## src/rtl/ascon_permutation_ctrl_pkg.sv

```systemverilog
// Shared types, round-constant table and start-index helper for the Ascon permutation controller.
package ascon_permutation_ctrl_pkg;

   localparam int MAX_ROUNDS = 12;
   localparam int RND_CNT_W  = 4;
   localparam logic [RND_CNT_W-1:0] LAST_IDX = 4'd11;

   // Word 0 is x0 (leftmost in a {x0,x1,x2,x3,x4} concatenation).
   typedef logic [0:4][63:0] type_state;

   typedef enum logic [1:0] {
      RND_12 = 2'd0,
      RND_8  = 2'd1,
      RND_6  = 2'd2
   } rnd_sel_e;

   typedef enum logic [1:0] {
      ST_IDLE = 2'd0,
      ST_RUN  = 2'd1,
      ST_DONE = 2'd2
   } fsm_e;

   function automatic logic [7:0] round_const(input logic [RND_CNT_W-1:0] r);
      case (r)
         4'd0:    return 8'hF0;
         4'd1:    return 8'hE1;
         4'd2:    return 8'hD2;
         4'd3:    return 8'hC3;
         4'd4:    return 8'hB4;
         4'd5:    return 8'hA5;
         4'd6:    return 8'h96;
         4'd7:    return 8'h87;
         4'd8:    return 8'h78;
         4'd9:    return 8'h69;
         4'd10:   return 8'h5A;
         4'd11:   return 8'h4B;
         default: return 8'h00;
      endcase
   endfunction

   // First schedule index: shorter permutations use the tail of the 12-round schedule.
   function automatic logic [RND_CNT_W-1:0] start_index(input logic [1:0] sel);
      case (sel)
         RND_8:   return 4'd4;
         RND_6:   return 4'd6;
         default: return 4'd0;
      endcase
   endfunction

endpackage

```

## src/rtl/ascon_permutation_ctrl_if.sv

```systemverilog
// Start/done handshake and state bus between the mode FSM (master) and the permutation controller (slave).
interface ascon_permutation_ctrl_if;
   import ascon_permutation_ctrl_pkg::*;

   logic                 start_i;
   logic [1:0]           rounds_sel_i;
   type_state            state_i;
   logic                 ready_o;
   logic                 done_o;
   type_state            state_o;
   logic [RND_CNT_W-1:0] round_o;

   modport master (
      output start_i, rounds_sel_i, state_i,
      input  ready_o, done_o, state_o, round_o
   );

   modport slave (
      input  start_i, rounds_sel_i, state_i,
      output ready_o, done_o, state_o, round_o
   );

endinterface

```

## src/rtl/ascon_permutation_ctrl_round.sv

```systemverilog
// One combinational Ascon round: constant addition, 5-bit S-box layer, linear diffusion layer.
module ascon_permutation_ctrl_round
   import ascon_permutation_ctrl_pkg::*;
(
   input  type_state            state_i,
   input  logic [RND_CNT_W-1:0] round_i,
   output type_state            state_o
);

   function automatic logic [63:0] rotr(input logic [63:0] v, input int unsigned n);
      return (v >> n) | (v << (64 - n));
   endfunction

   // Bitsliced S-box applied to all 64 columns at once.
   function automatic type_state sbox_layer(input type_state s);
      logic [63:0] x0, x1, x2, x3, x4, t0, t1, t2, t3, t4;
      x0 = s[0] ^ s[4];
      x1 = s[1];
      x2 = s[2] ^ s[1];
      x3 = s[3];
      x4 = s[4] ^ s[3];
      t0 = ~x0 & x1;
      t1 = ~x1 & x2;
      t2 = ~x2 & x3;
      t3 = ~x3 & x4;
      t4 = ~x4 & x0;
      x0 = x0 ^ t1;
      x1 = x1 ^ t2;
      x2 = x2 ^ t3;
      x3 = x3 ^ t4;
      x4 = x4 ^ t0;
      x1 = x1 ^ x0;
      x0 = x0 ^ x4;
      x3 = x3 ^ x2;
      x2 = ~x2;
      return {x0, x1, x2, x3, x4};
   endfunction

   function automatic type_state linear_layer(input type_state s);
      type_state o;
      o[0] = s[0] ^ rotr(s[0], 19) ^ rotr(s[0], 28);
      o[1] = s[1] ^ rotr(s[1], 61) ^ rotr(s[1], 39);
      o[2] = s[2] ^ rotr(s[2],  1) ^ rotr(s[2],  6);
      o[3] = s[3] ^ rotr(s[3], 10) ^ rotr(s[3], 17);
      o[4] = s[4] ^ rotr(s[4],  7) ^ rotr(s[4], 41);
      return o;
   endfunction

   type_state added_s;

   always_comb begin
      added_s       = state_i;
      added_s[2][7:0] = state_i[2][7:0] ^ round_const(round_i);
   end

   assign state_o = linear_layer(sbox_layer(added_s));

endmodule

```

## src/rtl/ascon_permutation_ctrl.sv

```systemverilog
// Ascon p^a/p^b sequencer: FSM, round counter and state register around the round datapath.
// Build option: ASCON_PERM_TWO_ROUNDS_EN cascades two rounds per clock edge.
module ascon_permutation_ctrl
   import ascon_permutation_ctrl_pkg::*;
(
   input logic                     clock_i,
   input logic                     reset_i,
   ascon_permutation_ctrl_if.slave bus
);

   fsm_e                 fsm_q;
   type_state            state_q;
   type_state            round_out_s;
   logic [RND_CNT_W-1:0] cnt_q;
   logic                 ready_q;
   logic                 done_q;

`ifdef ASCON_PERM_TWO_ROUNDS_EN
   localparam logic [RND_CNT_W-1:0] STEP = 4'd2;

   type_state            mid_s;
   logic [RND_CNT_W-1:0] cnt_second_s;

   assign cnt_second_s = cnt_q + 4'd1;

   ascon_permutation_ctrl_round u_round0 (
      .state_i (state_q),
      .round_i (cnt_q),
      .state_o (mid_s)
   );

   ascon_permutation_ctrl_round u_round1 (
      .state_i (mid_s),
      .round_i (cnt_second_s),
      .state_o (round_out_s)
   );
`else
   localparam logic [RND_CNT_W-1:0] STEP = 4'd1;

   ascon_permutation_ctrl_round u_round0 (
      .state_i (state_q),
      .round_i (cnt_q),
      .state_o (round_out_s)
   );
`endif

   // The edge whose round group ends on index 11 is the last one in RUN.
   localparam logic [RND_CNT_W-1:0] LAST_START = LAST_IDX - (STEP - 4'd1);

   always_ff @(posedge clock_i) begin
      if (reset_i) begin
         fsm_q   <= ST_IDLE;
         state_q <= '0;
         cnt_q   <= 4'd0;
         ready_q <= 1'b1;
         done_q  <= 1'b0;
      end else begin
         case (fsm_q)
            ST_IDLE: begin
               if (bus.start_i) begin
                  state_q <= bus.state_i;
                  cnt_q   <= start_index(bus.rounds_sel_i);
                  ready_q <= 1'b0;
                  fsm_q   <= ST_RUN;
               end else begin
                  ready_q <= 1'b1;
               end
            end
            ST_RUN: begin
               state_q <= round_out_s;
               if (cnt_q >= LAST_START) begin
                  done_q <= 1'b1;
                  fsm_q  <= ST_DONE;
               end else begin
                  cnt_q <= cnt_q + STEP;
               end
            end
            ST_DONE: begin
               done_q  <= 1'b0;
               ready_q <= 1'b1;
               fsm_q   <= ST_IDLE;
            end
            default: begin
               done_q  <= 1'b0;
               ready_q <= 1'b1;
               fsm_q   <= ST_IDLE;
            end
         endcase
      end
   end

   assign bus.ready_o = ready_q;
   assign bus.done_o  = done_q;
   assign bus.state_o = state_q;
   assign bus.round_o = cnt_q;

endmodule
```

## src/flat_wrapper.sv

```systemverilog
// flat-port wrapper written by rule: the top's interface ports become plain ports
module ascon_permutation_ctrl_flat import ascon_permutation_ctrl_pkg::*;
  (clock_i, reset_i, bus_start_i, bus_rounds_sel_i, bus_state_i, bus_ready_o, bus_done_o, bus_state_o, bus_round_o);
  ascon_permutation_ctrl_if bus_i ();
  input logic clock_i;
  input logic reset_i;
  input wire logic [$bits(bus_i.start_i)-1:0] bus_start_i;
  input wire logic [$bits(bus_i.rounds_sel_i)-1:0] bus_rounds_sel_i;
  input wire logic [$bits(bus_i.state_i)-1:0] bus_state_i;
  output wire logic [$bits(bus_i.ready_o)-1:0] bus_ready_o;
  output wire logic [$bits(bus_i.done_o)-1:0] bus_done_o;
  output wire logic [$bits(bus_i.state_o)-1:0] bus_state_o;
  output wire logic [$bits(bus_i.round_o)-1:0] bus_round_o;
  assign bus_i.start_i = bus_start_i;
  assign bus_i.rounds_sel_i = bus_rounds_sel_i;
  assign bus_i.state_i = bus_state_i;
  assign bus_ready_o = bus_i.ready_o;
  assign bus_done_o = bus_i.done_o;
  assign bus_state_o = bus_i.state_o;
  assign bus_round_o = bus_i.round_o;
  ascon_permutation_ctrl u_core (.clock_i(clock_i), .reset_i(reset_i), .bus(bus_i));
endmodule
```

## config.mk

```make
export PLATFORM = sky130hd
export DESIGN_NAME = ascon_permutation_ctrl_flat
export DESIGN_NICKNAME = d
export VERILOG_FILES = /design/src/rtl/ascon_permutation_ctrl_pkg.sv /design/src/rtl/ascon_permutation_ctrl_if.sv /design/src/rtl/ascon_permutation_ctrl_round.sv /design/src/rtl/ascon_permutation_ctrl.sv /design/src/flat_wrapper.sv
export SDC_FILE = /design/constraint.sdc
export NUM_CORES = 2
export LEC_CHECK = 0
export BUFFER_PORTS_ARGS = -buffer_cell sky130_fd_sc_hd__buf_2
export CAP_MARGIN = 20
export CELL_PAD_IN_SITES_DETAIL_PLACEMENT = 0
export CELL_PAD_IN_SITES_GLOBAL_PLACEMENT = 1
export CORE_UTILIZATION = 37
export DETAILED_ROUTE_END_ITERATION = 10
export PLACE_DENSITY_LB_ADDON = 0.1
export SLEW_MARGIN = 30
export SYNTH_ARGS = -nofsm -noshare
export SYNTH_HDL_FRONTEND = slang
export SYNTH_SLANG_ARGS = --single-unit
```

## constraint.sdc

```tcl
create_clock -name clock_i -period 2.2 [get_ports clock_i]
set_input_delay 0.11 -clock clock_i [delete_from_list [all_inputs] [get_ports clock_i]]
set_output_delay 0.11 -clock clock_i [all_outputs]
set_load 0.01 [all_outputs]
```

**Yosys cells after proc, flatten, opt, wreduce, memory -nomap -nowiden**

Memory sizes are Yosys's and may differ from the RTL's. A register that Yosys moved wholly into a read port is not among the register bits.
Cells that the tools add are included.

- Memory bits (read-only): 128
- Register bits after elaboration: 328
- Logic and storage cells: 83
- Output and inout bits: 326
- Memories: 1

- Mux-type cells: 15
- Reductions and logical operators: 6
- Add/sub/neg operators: 1
- Equal/unequal tests: 6
- $lt $le $gt $ge: 1
- Bitwise logic cells: 44

Memory list:

| memory | words | width | rd ports | clocked after Yosys merged registers in | wr ports | RTL line | source |
|---|---|---|---|---|---|---|---|
| (name not given) | 16 | 8 | 1 | 1 | 0 | ascon_permutation_ctrl_pkg.sv:24 | `case (r)` |

Operators with widths:

| kind | number |
|---|---|
| 64-bit bitwise XOR | 21 |
| 320-bit case mux with 2 select lines | 1 |
| 64-bit NOT | 6 |
| 64-bit bitwise AND | 5 |
| 320-bit two-way mux | 1 |
| 23-bit by 64-bit bitwise OR with 64-bit output | 1 |
| 25-bit by 64-bit bitwise OR with 64-bit output | 1 |
| 3-bit by 64-bit bitwise OR with 64-bit output | 1 |
| 36-bit by 64-bit bitwise OR with 64-bit output | 1 |
| 45-bit by 64-bit bitwise OR with 64-bit output | 1 |
| 47-bit by 64-bit bitwise OR with 64-bit output | 1 |
| 54-bit by 64-bit bitwise OR with 64-bit output | 1 |
| 57-bit by 64-bit bitwise OR with 64-bit output | 1 |
| 58-bit by 64-bit bitwise OR with 64-bit output | 1 |
| 63-bit by 64-bit bitwise OR with 64-bit output | 1 |
| 4-bit two-way mux | 4 |
| 4-bit case mux with 2 select lines | 1 |
| 8-bit bitwise XOR | 1 |
| 3-bit case mux with 2 select lines | 1 |
| 2-bit AND reduction | 3 |
| 4-bit by 1-bit adder with 4-bit output (second input constant) | 1 |
| 2-bit by 1-bit equality test with 1-bit output (second input constant) | 2 |
| 4-bit greater-or-equal comparator (second input constant) | 1 |
| 2-bit two-way mux | 2 |
| other kinds (10) | 13 |

**Depth between registers and ports, before layout**

- Depth in word-level cells: 10
- Mapped depth: 8

**Cells and area by module**

A second synthesis with hierarchy kept.

- Cell total of the unflattened synthesis: 3852
- Area, all modules: 28980.3 um^2

By module, submodules not included:

| module | area each (um^2) | cells each | seq. area each (um^2) | instances |
|---|---|---|---|---|
| ascon_permutation_ctrl | 14662.8 | 2068 | 6566.3 | 1 |
| ascon_permutation_ctrl_round | 14317.5 | 1784 | 0.0 | 1 |

**Least setup slack after synthesis**

Ideal clock, no wire load.

- Path kind: flip-flop to flip-flop
- From: register u_core.state_q, in the netlist u_core.bus.state_o[129]
- To: register u_core.state_q, in the netlist u_core.bus.state_o[112]
- Arrival: 2.210 ns
- Setup time: 0.128 ns
- Cell stages (with the launch flop): 8
- Required time: 2.072 ns
- Setup slack: -0.138 ns
- Cell sequence: dfxtp_1 -> xor2_1 -> ha_1 -> xnor2_1 -> xnor2_1 -> xnor3_1 -> a222oi_1 -> nor2_1

- Longest elaborated chain between the ends: 7

RTL lines:

| what | RTL line | source |
|---|---|---|
| start, declared | ascon_permutation_ctrl.sv:12 | `type_state state_q;` |
| start signal, assigned | ascon_permutation_ctrl.sv:61 | `state_q <= bus.state_i;` |
| start signal, assigned | ascon_permutation_ctrl.sv:70 | `state_q <= round_out_s;` |
| 8-bit bitwise XOR | ascon_permutation_ctrl_round.sv:53 | `added_s[2][7:0] = state_i[2][7:0] ^ round_const(round_i);` |
| 64-bit bitwise XOR | ascon_permutation_ctrl_round.sv:19 | `x2 = s[2] ^ s[1];` |
| 64-bit bitwise XOR | ascon_permutation_ctrl_round.sv:29 | `x2 = x2 ^ t3;` |
| 64-bit bitwise XOR | ascon_permutation_ctrl_round.sv:34 | `x3 = x3 ^ x2;` |
| 47-bit by 64-bit bitwise OR with 64-bit output | ascon_permutation_ctrl_round.sv:11 | `return (v >> n) \| (v << (64 - n));` |
| 64-bit bitwise XOR | ascon_permutation_ctrl_round.sv:44 | `o[3] = s[3] ^ rotr(s[3], 10) ^ rotr(s[3], 17);` |
| 320-bit case mux with 2 select lines | ascon_permutation_ctrl.sv:58 | `case (fsm_q)` |

Every way passes these cells.
A chain may end at the register's enable or synchronous reset.

**Final worst setup path**

- From: register u_core.state_q, in the netlist u_core.bus.state_o[240]
- To: register u_core.state_q, in the netlist u_core.bus.state_o[112]

- Longest elaborated chain between the ends: 6

RTL lines:

| what | RTL line |
|---|---|
| 64-bit bitwise XOR | ascon_permutation_ctrl_round.sv:19 |
| 64-bit bitwise XOR | ascon_permutation_ctrl_round.sv:29 |
| 64-bit bitwise XOR | ascon_permutation_ctrl_round.sv:34 |
| 64-bit bitwise XOR (2 in a row) | ascon_permutation_ctrl_round.sv:44 |
| 320-bit case mux with 2 select lines | ascon_permutation_ctrl.sv:58 |

Every way passes these cells.

==> out/qor.yml <==
clocking:
  cts_tree: "yes"
  root_buffer: "clkbuf_16"
  cts_num_sinks: 336
  cts_buffers: 48
  clk_latency_ns: 0.62
  clkTransAtPathRegs_ns: 0.06
  htree_num_levels: 2
  clock_path_buffers: 3
final_layout:
  multi_input_area_sq_um: 23500
  area_delta_synth_final_pct: 70.8
  final_nets: 5764
  fillers: 6778
  final_core_util: 0.643
  regArea_sq_um: 6870
  drive_gt1_frac: 0.428
synth:
  synth_seq_cells: 336
  synth_top_family_by_area: "XOR/XNOR gates"
  synth.largest_area_cell: "dfxtp_1"
  ys_seq_area_frac: 0.233
  synth_simple_gate_area_frac: 0.138
  yosys_warnings: 0
  synth_compound_area_frac: 0.149
  yosys-top-cells-area: "dfxtp_1, xnor2_1, xor2_1"
  yosys-top-cells-count: "xnor2_1, nor2_1, xor2_1"
  synth_top_cell_area_share: 0.233
  synth_edf_count: 0
  synth_nets: 3898
  ys.flop_type: "dfxtp_1"
  synth_most_common_cell: "xnor2_1"
  yosys.cell_types.count: 41
  synthAdderAreaFrac: 0.0687
  ys_async_sr_fraction: 0
  syn_inst: 3443
  synth_mux_area_frac: 0.00278
  synth_xor_area_frac: 0.361
  avgSynthCellArea_sq_um: 8.37
  synth_area_sq_um: 28800
place:
  gp_congestion: 1.04
  place_ws_ns: -0.544
  port_buffers: 650
  dpl.hpwl_um: 157000
worst_setup_path:
  worstPathArrival_ns: 2.73
  path_max_fanout: 3
  critPathCaptureType: "flop"
  critPathLaunchType: "flop"
  crit_required_ns: 2.69
  crit_type: "reg2reg"
routing:
  ant_nets: 0
  dr_total_vias: 35206
  viasPerCell: 5.52
  drt_iter0_drc: 4159
  drtPass1Iterations: 6
  routedWlPerCell_um: 30.2
  drt_wl_total_um: 193000
  drcViolationCount: 0
floorplan:
  die_x_um: 281
  placementRows: 101
  initial_core_util: 0.376
  io-pin-count: 651
  die_area_sq_um: 79000
  core_sq_um: 76600
  fp.dieH_um: 281
sta:
  worst_slack_ns: -0.0442
  relSlewSlack: 0.323
  tightest_slew_ns: 1.00
  clock_skew_ns: 0.0221
  fmax_mhz: 446
  rsz0062_at_grt: "yes"
  setup_viol: 8
  min_period_over_period: 1.02
  finalHoldViolations: 0
  drv_slew: 0
  setup_tns_ns: -0.147
  min_period_ns: 2.24
outcome:
  violations: "negative setup slack"
  outcome: "complete, but fails checks"
grt:
  grt_start_max_net_pins: 76
  grt_overflow: 0
  grt_first_pass_wirelength_um: 256000
  grt_pass1_vias: 33010
  grt_usage: 0.470
  antenna_found_initial: 11
hold_path:
  hold_class: "in2reg"
run:
  cap_viol_max_count: 0
[metrics by stage]
| step | std cells | hold slack [ns] | cell area [sq um] |
|---|---|---|---|
| after CTS | 6331 | 0.00170 | 47000 |
| final | 6381 | 0.0202 | 49200 |
| after global placement | 5940 | 0.351 | 41300 |
| after detailed placement | 5940 | 0.364 | 41300 |
| after global routing | 6378 | 0.0260 | 49200 |
| after floorplan | 3443 | 0.260 | 28900 |
[registers in the layout (all words and copies together), names as in the netlist, named ones only]
signal / count
u_core.bus.done_o: 1
u_core.bus.ready_o: 1
u_core.bus.round_o: 4
u_core.bus.state_o: 320
u_core.fsm_q: 2
[what timing repair did]
| action | 4_1_cts | 5_1_grt |
|---|---|---|
| resized for setup | 165 | 315 |
| endpoints found under the setup margin | 104 | 151 |
| hold endpoints to repair | 285 | 0 |
| hold buffers | 281 | 0 |
| buffers inserted | 23 | 52 |
| pin swaps | 73 | 143 |
[placed cells by master, fill, tap and decap left out, types with 18 or more instances in the layout]
| cell type | synthesis | routed |
|---|---|---|
| buf_4 | 0 | 948 |
| buf_2 | 20 | 649 |
| xnor2_1 | 516 | 439 |
| nor2_1 | 399 | 379 |
| nand2_1 | 307 | 306 |
| dlygate4sd3_1 | 0 | 281 |
| xor2_1 | 363 | 259 |
| dfxtp_1 | 336 | 255 |
| inv_1 | 161 | 152 |
| xnor2_2 | 73 | 132 |
| a211oi_1 | 139 | 131 |
| o21ai_0 | 131 | 129 |
| xor2_2 | 12 | 93 |
| a21oi_1 | 91 | 89 |
| buf_12 | 0 | 87 |
| nand3_1 | 82 | 82 |
| or3_1 | 82 | 77 |
| ha_1 | 130 | 73 |
| a41oi_1 | 83 | 67 |
| dfxtp_2 | 0 | 66 |
| xnor3_1 | 59 | 54 |
| clkbuf_16 | 0 | 49 |
| ha_4 | 0 | 41 |
| a311oi_1 | 40 | 40 |
| o21ai_1 | 42 | 40 |
| a222oi_1 | 40 | 40 |
| maj3_1 | 31 | 31 |
| buf_6 | 1 | 30 |
| xor2_4 | 0 | 23 |
| nor4b_1 | 23 | 23 |
| a31oi_1 | 21 | 21 |
| and3_1 | 20 | 20 |
| o22ai_1 | 21 | 19 |
| nor2_2 | 0 | 19 |
| xnor2_4 | 0 | 18 |
[area by class of cell]
type                       count  area share
multi-input combinational   2758       0.477
timing repair buffer        1998       0.311
sequential                   336       0.139
clock buffer                  65      0.0286
tap                         1030      0.0262
inverter                     167      0.0127
clock inverter                23     0.00470
antenna                        4    0.000203
[critical path: stages, from the launching register on]
cell      delay, ns
dfxtp_1        0.34
inv_1          0.06
ha_1           0.31
xor2_2         0.22
xnor2_1        0.18
buf_4          0.20
xnor3_1        0.42
a222oi_1       0.31
nor2_1         0.07
[kinds of logic after synthesis]
family | Yosys count
AO/OA/AOI/OAI | 634
XOR/XNOR | 1023
buffers and inverters | 349
flip-flops | 336
multiplexers | 8
AND/OR/NAND/NOR | 928
adder cells (fa/ha/maj) | 165
[metal layers]
metal / vias up / share of wire / global-route usage
li1: 15442 / - / -
met1: 17038 / 0.38 / 0.581
met2: 2213 / 0.44 / 0.725
met3: 503 / 0.10 / 0.106
met4: 10 / 0.080 / 0.320
met5: - / 0.00033 / 0
[final timing paths]
kind	endpoint	startpoint	slack, ns	depth (start not counted)
max reg2reg	u_core.bus.state_o[112]$_SDFFE_PP0P_	u_core.bus.state_o[240]$_SDFFE_PP0P_	-0.04	8
min	u_core.bus.state_o[251]$_SDFFE_PP0P_	bus_state_i[251]	0.02	4
max	u_core.bus.state_o[112]$_SDFFE_PP0P_	u_core.bus.state_o[240]$_SDFFE_PP0P_	-0.04	8
min reg2reg	u_core.bus.done_o$_SDFFE_PP0P_	u_core.bus.done_o$_SDFFE_PP0P_	0.51	2
Power is not shown: default switching activity piles up to over one toggle a cycle in this logic, so the estimate is an artifact.
